`config.mk`:
```
export PLATFORM = sky130hd
export DESIGN_NAME = div_rv_iter
export DESIGN_NICKNAME = d
export VERILOG_FILES = /design/src/rtl/div_rv_iter.sv
export SDC_FILE = /design/constraint.sdc
export NUM_CORES = 1
export LEC_CHECK = 0
export ABC_AREA = 0
export CAP_MARGIN = 20
export CORE_MARGIN = 3
export CORE_UTILIZATION = 63
export DETAILED_ROUTE_END_ITERATION = 12
export PLACE_DENSITY = 0.86
export SETUP_SLACK_MARGIN = 0.4
export SLEW_MARGIN = 20
export SYNTH_ARGS = -nofsm -noshare
export SYNTH_HDL_FRONTEND = slang
export SYNTH_SLANG_ARGS = --single-unit
```
`constraint.sdc`:
```
create_clock -name clk_in -period 4.8 [get_ports clk_in]
set_input_delay 0.72 -clock clk_in [delete_from_list [all_inputs] [get_ports clk_in]]
set_output_delay 0.72 -clock clk_in [all_outputs]
set_load 0.01 [all_outputs]
```
`src/rtl/div_rv_iter.sv`:
```
// Iterative radix-2 restoring divider for the EXE stage.
// Covers DIV/DIVU/REM/REMU with RISC-V divide-by-zero and overflow results.
module div_rv_iter #(
  parameter int XLEN = 32
) (
  input  logic            clk_in,
  input  logic            reset_in,
  input  logic            req_in,
  input  logic [1:0]      op_in,
  input  logic [XLEN-1:0] dividend_in,
  input  logic [XLEN-1:0] divisor_in,
  input  logic            flush_in,
  output logic            busy_out,
  output logic            ready_out,
  output logic [XLEN-1:0] result_out,
  output logic            dbz_out
);

  localparam int CNT_W = $clog2(XLEN + 1);

  localparam logic [1:0] S_IDLE = 2'd0;
  localparam logic [1:0] S_CALC = 2'd1;
  localparam logic [1:0] S_FIX  = 2'd2;

  localparam logic [XLEN-1:0] MIN_NEG = {1'b1, {(XLEN-1){1'b0}}};

  logic [1:0]       state;
  logic [CNT_W-1:0] cnt;
  logic             rem_sel;
  logic             neg_q;
  logic             neg_r;
  logic             spec;
  logic             dbz_p;
  logic [XLEN:0]    rem;
  logic [XLEN-1:0]  quot;
  logic [XLEN-1:0]  dvs;

  logic             is_signed;
  logic             a_neg;
  logic             b_neg;
  logic [XLEN-1:0]  a_abs;
  logic [XLEN-1:0]  b_abs;
  logic             dbz_c;
  logic             ovf_c;
  logic [XLEN:0]    shifted;
  logic [XLEN:0]    trial;
  logic [XLEN-1:0]  q_fix;
  logic [XLEN-1:0]  r_fix;

  assign busy_out = (state != S_IDLE);

  // Operand conditioning and one restoring step, all combinational.
  always_comb begin
    is_signed = ~op_in[0];
    a_neg     = is_signed & dividend_in[XLEN-1];
    b_neg     = is_signed & divisor_in[XLEN-1];
    a_abs     = a_neg ? (~dividend_in + 1'b1) : dividend_in;
    b_abs     = b_neg ? (~divisor_in + 1'b1) : divisor_in;
    dbz_c     = (divisor_in == '0);
    ovf_c     = is_signed && (dividend_in == MIN_NEG)
                && (divisor_in == '1);
    shifted   = {rem[XLEN-1:0], quot[XLEN-1]};
    trial     = shifted - {1'b0, dvs};
    q_fix     = neg_q ? (~quot + 1'b1) : quot;
    r_fix     = neg_r ? (~rem[XLEN-1:0] + 1'b1) : rem[XLEN-1:0];
  end

  // Control FSM and datapath; special results skip CALC and
  // spend an extra FIX cycle so their latency is fixed at two.
  always_ff @(posedge clk_in) begin
    if (reset_in) begin
      state      <= S_IDLE;
      cnt        <= '0;
      rem_sel    <= 1'b0;
      neg_q      <= 1'b0;
      neg_r      <= 1'b0;
      spec       <= 1'b0;
      dbz_p      <= 1'b0;
      rem        <= '0;
      quot       <= '0;
      dvs        <= '0;
      ready_out  <= 1'b0;
      result_out <= '0;
      dbz_out    <= 1'b0;
    end else begin
      ready_out <= 1'b0;
      if (flush_in) begin
        state <= S_IDLE;
        spec  <= 1'b0;
      end else begin
        case (state)
          S_IDLE: begin
            if (req_in) begin
              rem_sel <= op_in[1];
              dvs     <= b_abs;
              if (dbz_c || ovf_c) begin
                state <= S_FIX;
                spec  <= 1'b1;
                neg_q <= 1'b0;
                neg_r <= 1'b0;
                dbz_p <= dbz_c;
                cnt   <= '0;
                quot  <= dbz_c ? '1 : dividend_in;
                rem   <= dbz_c ? {1'b0, dividend_in} : '0;
              end else begin
                state <= S_CALC;
                spec  <= 1'b0;
                neg_q <= a_neg ^ b_neg;
                neg_r <= a_neg;
                dbz_p <= 1'b0;
                cnt   <= CNT_W'(XLEN);
                quot  <= a_abs;
                rem   <= '0;
              end
            end
          end
          S_CALC: begin
            if (!trial[XLEN]) begin
              rem  <= trial;
              quot <= {quot[XLEN-2:0], 1'b1};
            end else begin
              rem  <= shifted;
              quot <= {quot[XLEN-2:0], 1'b0};
            end
            cnt <= cnt - 1'b1;
            if (cnt == CNT_W'(1)) begin
              state <= S_FIX;
            end
          end
          S_FIX: begin
            if (spec) begin
              spec <= 1'b0;
            end else begin
              state      <= S_IDLE;
              ready_out  <= 1'b1;
              result_out <= rem_sel ? r_fix : q_fix;
              dbz_out    <= dbz_p;
            end
          end
          default: begin
            state <= S_IDLE;
          end
        endcase
      end
    end
  end

endmodule

```
Word level (Yosys, flattened, before mapping)
Cells that the tools add are included.
{"block": "totals", "ff_bits": 143, "latchBits": 0, "mem_bits_rw": 0, "romBits": 0, "in_bits": 70, "output_inout_bits": 35, "wordCells": 83, "n_memories": 0}
{"block": "classes", "n_addsub": 6, "n_mul": 0, "n_div": 0, "magnitude_cmp": 0, "n_eq_ne": 8, "shift": 0, "muxes": 30, "bitwise_logic": 11, "n_reduce_logical": 15}
{"operator": "two-way mux 32 bit", "n": 12}
{"operator": "adder 32 x 1 -> 32 bit (second input constant)", "n": 4}
{"operator": "NOT 32 bit", "n": 4}
{"operator": "case mux 32 bit (2 select lines)", "n": 2}
{"operator": "== test 32 bit (second input constant)", "n": 2}
{"operator": "subtractor 33 x 32 -> 33 bit", "n": 1}
{"operator": "zero test 32 bit", "n": 1}
{"operator": "two-way mux 6 bit", "n": 2}
{"operator": "case mux 6 bit (2 select lines)", "n": 1}
{"operator": "AND reduction 3 bit", "n": 4}
{"operator": "two-way mux 2 bit", "n": 4}
{"operator": "two-way mux 1 bit", "n": 7}
{"operator": "== test 6 x 1 -> 1 bit (second input constant)", "n": 1}
{"operator": "inequality test 2 bit (second input constant)", "n": 3}
{"operator": "case mux 2 bit (3 select lines)", "n": 1}
{"operator": "nonzero test 2 bit", "n": 3}
{"operator": "subtractor 6 x 1 -> 6 bit (second input constant)", "n": 1}
{"operator": "NOT 1 bit", "n": 4}
{"operator": "OR reduction 3 bit", "n": 1}
{"operator": "AND 1 bit", "n": 2}
{"operator": "== test 2 x 1 -> 1 bit (second input constant)", "n": 1}
{"operator": "== test 2 bit (second input constant)", "n": 1}
{"operator": "logical AND 1 bit", "n": 2}
{"operator": "zero test 2 bit", "n": 1}
{"operator": "5 further kinds", "n": 5}

Logic depth before layout (Yosys ltp)
{"block": "depth", "ltp_word": 7, "ltp_mapped": 14, "mapped_depth_nobuf": 12}

Worst setup path after synthesis
Ideal clock, no wire load.
{"block": "synth_path", "path_type": "in2reg", "startpoint": "in dividend_in[1]", "endpoint": "reg quot[25]", "setup_ns": 0.132, "arrival_time_ns": 2.959, "t_required_ns": 4.668, "slack_ns": 1.708, "cell_stages": 11, "path_buffers": 1, "path_cell_list": "inv_1 > ha_1 > or3b_2 > nor4_2 > nand4_1 > o21ai_1 > buf_2 > a21oi_1 > xor2_1 > o221ai_1 > a21oi_1"}
{"block": "synth_via", "elab_chain_len": 7, "word_cells_on_any_way": 10, "classes_between": "add/sub: 1; eq/ne: 1; mux: 4; bitwise: 1; reduce/logical: 3"}
{"item": "start, declared", "line": "10", "text": "input logic [XLEN-1:0] dividend_in,"}
{"item": "branches (longest 4 deep; another with adder 32 x 1 -> 32 bit)"}
{"item": "two-way mux 32 bit (*)", "line": "96", "text": "if (dbz_c || ovf_c) begin"}
{"item": "two-way mux 32 bit (*)", "line": "93", "text": "if (req_in) begin"}
{"item": "case mux 32 bit (2 select lines) (*)", "line": "91", "text": "case (state)"}
{"item": "end signal, assigned", "line": "103", "text": "quot <= dbz_c ? '1 : dividend_in;"}
{"item": "end signal, assigned", "line": "112", "text": "quot <= a_abs;"}
{"item": "end signal, assigned", "line": "120", "text": "quot <= {quot[XLEN-2:0], 1'b1};"}
{"item": "end, declared", "line": "35", "text": "logic [XLEN-1:0] quot;"}
Mark *: on every way between the ends. The select of a mux whose other input is x is not followed.
A chain may end at the register's enable or synchronous reset.

Final worst setup path
{"block": "layout_path", "startpoint": "reg quot[31]", "endpoint": "reg rem[7]"}
{"block": "layout_via", "elab_chain_len": 3}
{"item": "subtractor 33 x 32 -> 33 bit", "line": "63", "text": "trial = shifted - {1'b0, dvs};"}
{"item": "two-way mux 32 bit", "line": "118", "text": "if (!trial[XLEN]) begin"}
{"item": "case mux 32 bit (2 select lines)", "line": "91"}
{"item": "end signal, assigned", "line": "104", "text": "rem <= dbz_c ? {1'b0, dividend_in} : '0;"}
{"item": "end signal, assigned", "line": "119", "text": "rem <= trial;"}
{"item": "end signal, assigned", "line": "122", "text": "rem <= shifted;"}
{"item": "end, declared", "line": "34", "text": "logic [XLEN:0] rem;"}
No other way between the ends.

==> impl_metrics.toml <==
[placement]
dp_cells = 1681
place_hpwl_mm = 24.6
port_buffers = 104
dp_worst_setup_slack_ns = 0.699
place_congestion = 0.962

[timing]
final.setup.worst_slack_ns = 0.859
relSlewSlack_pct = 25.8
period_share_pct = 82.1
tightestPinTransition_ns = 1.11
setup_violations = 0
fmax_mhz = 254
rsz0062_at_grt = "no"
post-route-min-period_ns = 3.94
tns_ns = 0
finalMaxSlewViolations = 0
hold_violations = 0
skew_ns = 0.0127

[final_layout]
drive_gt1_share_pct = 5.96
final_common_cell = "nand2_1"
syn2layout_area_growth_pct = 15.4
stdcell_count = 1713
final_util_pct = 74.9
final_cell_mix = "nand2_1, dfxtp_1, a21oi_1"
diodes = 0
nNetsFinal = 1590

[grt]
grt_usage_pct = 35.5
met3_usage_pct = 6.73
use_met2_pct = 56.6
overflow = 0
grt_use_met1_pct = 47.5
grt_max_degree = 82
grt_antenna_before_repair = 0
grt_pass1_vias = 10200
grt_pass1_wl_mm = 53.0
gr-max-usage-layer = "met2"

[worst_setup_path]
criticalPathCategory = "flip-flop to flip-flop"
crit_arrival_ns = 4.21
crit_path_end_kind = "flip-flop"
critPathLaunchType = "flip-flop"
required_ns = 5.07
crit_path_max_fanout = 16

[synthesis]
avgSynthCellArea_um2 = 7.53
synth.distinct_cells = 80
async_reset_ff_share_pct = 0
synth-seq-area-share_pct = 26.4
synthCells = 1439
ys_seq_elements = 143
synth.net_count = 1549
synth_edf_count = 0
synth_ff_type = "dfxtp_1"
yosysWarningCount = 0
netlist_area_um2 = 10800

[clock_network]
cts.sinks = 143
cts_buffers = 17
postCtsSetupRepairBufs = 0
clk_latency_ns = 0.43
cts-root-buf = "clkbuf_16"
clk_pin_slew_ns = 0.07
htreeDepth = 4
tritoncts = "yes"
hold_buffers = 0
cts_resized = 0
clockBufferDepth = 2

[floorplan]
num_io_pins = 105
initial_core_util_pct = 64.8
rows = 47
design.core.area_um2 = 16700
die_h_um = 137
die_area_um2 = 18800
die-width_um = 137

[run_status]
status = "finished, final reports clean"

[detailed_routing]
detail_route.wl_per_cell_um = 19.7
totalWireLength_mm = 33.7
vias = 11400
drc = 0
vias_per_cell = 6.68
drt_iter0_drc = 1223
ant_nets = 0
firstDrtPassIters = 6

[power_and_ir_drop]
p_leak_nw = 4.45
netSwitchingPower_mw = 1.41
pwr-share-seq_pct = 34.1
netSwitchingFraction_pct = 35.6
powerDensity_nw_per_um2 = 316
intPower_mw = 2.54
clockPowerShare_pct = 33.7
ir_worst_vdd_mv = 0.295
p_comb_share_pct = 32.2

[flow_run]
timing.max_cap.violations = 0

[hold_path]
hold_path_class = "flip-flop to flip-flop"
-- kinds of logic (layout without fill, tap and decap cells) --
| family | after synthesis | in the layout | share of synthesized area, % |
|---|---|---|---|
| compound gates | 475 | 475 | 29.1 |
| simple gates | 470 | 470 | 21.3 |
| buf+inv | 154 | 208 | 5.66 |
| xor+xnor | 149 | 149 | 12.0 |
| flops | 143 | 143 | 26.4 |
| fa+ha+maj | 40 | 40 | 4.69 |
| mux | 8 | 8 | 0.786 |
-- cell usage after synthesis (27+ instances only) --
master	n	area [µm²]
nor2_1	126	473
xnor2_1	77	674
xor2_1	72	631
o221ai_1	28	245
o211ai_1	27	203
ha_1	39	488
clkbuf_1	85	319
inv_1	50	188
o21ai_0	78	390
a21oi_1	139	696
a211oi_1	41	308
dfxtp_1	143	2860
nand2_1	150	563
nor3_1	33	165
-- per-layer routing --
| layer | part of all wire (%) | routed length [µm] |
|---|---|---|
| met5 | 0 | 0 |
| met1 | 42 | 14100 |
| met3 | 8.3 | 2800 |
| met2 | 46 | 15600 |
| met4 | 3.7 | 1240 |
-- path summary, 6_finish.rpt --
kind,startpoint,depth (start not counted),end,slack [ns]
setup reg to reg,quot[31]$_SDFFE_PP0P_,13,rem[7]$_SDFFE_PP0P_,0.86
setup / recovery,quot[31]$_SDFFE_PP0P_,13,rem[7]$_SDFFE_PP0P_,0.86
hold reg to reg,result_out[25]$_SDFFE_PP0P_,2,result_out[25]$_SDFFE_PP0P_,0.45
hold / removal,result_out[25]$_SDFFE_PP0P_,2,result_out[25]$_SDFFE_PP0P_,0.45
-- metrics by stage --
step | hold slack [ns] | area [µm²] | power [mW]
finish | 0.452 | 12500 | 3.95
global route | 0.472 | 12500 | 4.14
CTS | 0.454 | 12500 | 3.92
detailed placement | 0.445 | 11900 | 2.60
global placement | 0.441 | 11900 | 2.59
floorplan | 0.425 | 10800 | 2.25
-- cell type report --
cell class              instances  area (µm²)
clock buffers                  20         447
clock inverters                12         134
fillers                      1308        4200
inverters                      51         191
multi-input cells            1142        7380
flip-flops and latches        143        2870
well taps                     220         275
repair buffers                125        1210
-- sequential cells by signal (all words and copies together) (netlist names) --
register / flops
cnt: 6
rem: 32
state: 2
spec: 1
quot: 32
result_out: 32
dbz_p: 1
dvs: 32
rem_sel: 1
neg_r: 1
neg_q: 1
ready_out: 1
dbz_out: 1
-- power by group through the flow --
| stage | clock [mW] | combinational [mW] | sequential, mW |
|---|---|---|---|
| finish | 1.33 | 1.27 | 1.35 |
| global route | 1.39 | 1.39 | 1.35 |
| CTS | 1.33 | 1.24 | 1.34 |
| detailed placement | 0 | 1.23 | 1.37 |
| global placement | 0 | 1.22 | 1.37 |
| floorplan | 0 | 0.914 | 1.33 |
-- worst max-delay path, cell delays in order, from the launching register on --
cell and delay (ns):
dfxtp_1 0.52, inv_1 0.09, ha_1 0.23, fa_1 0.41
nor2b_1 0.20, o2111a_1 0.26, o311ai_1 0.21, a31oi_1 0.26
nor3_1 0.12, xnor2_1 0.51, buf_4 0.35, mux2_2 0.37
a22oi_1 0.14, a211oi_1 0.09
No activity file was read; power rests on OpenSTA's default activity.
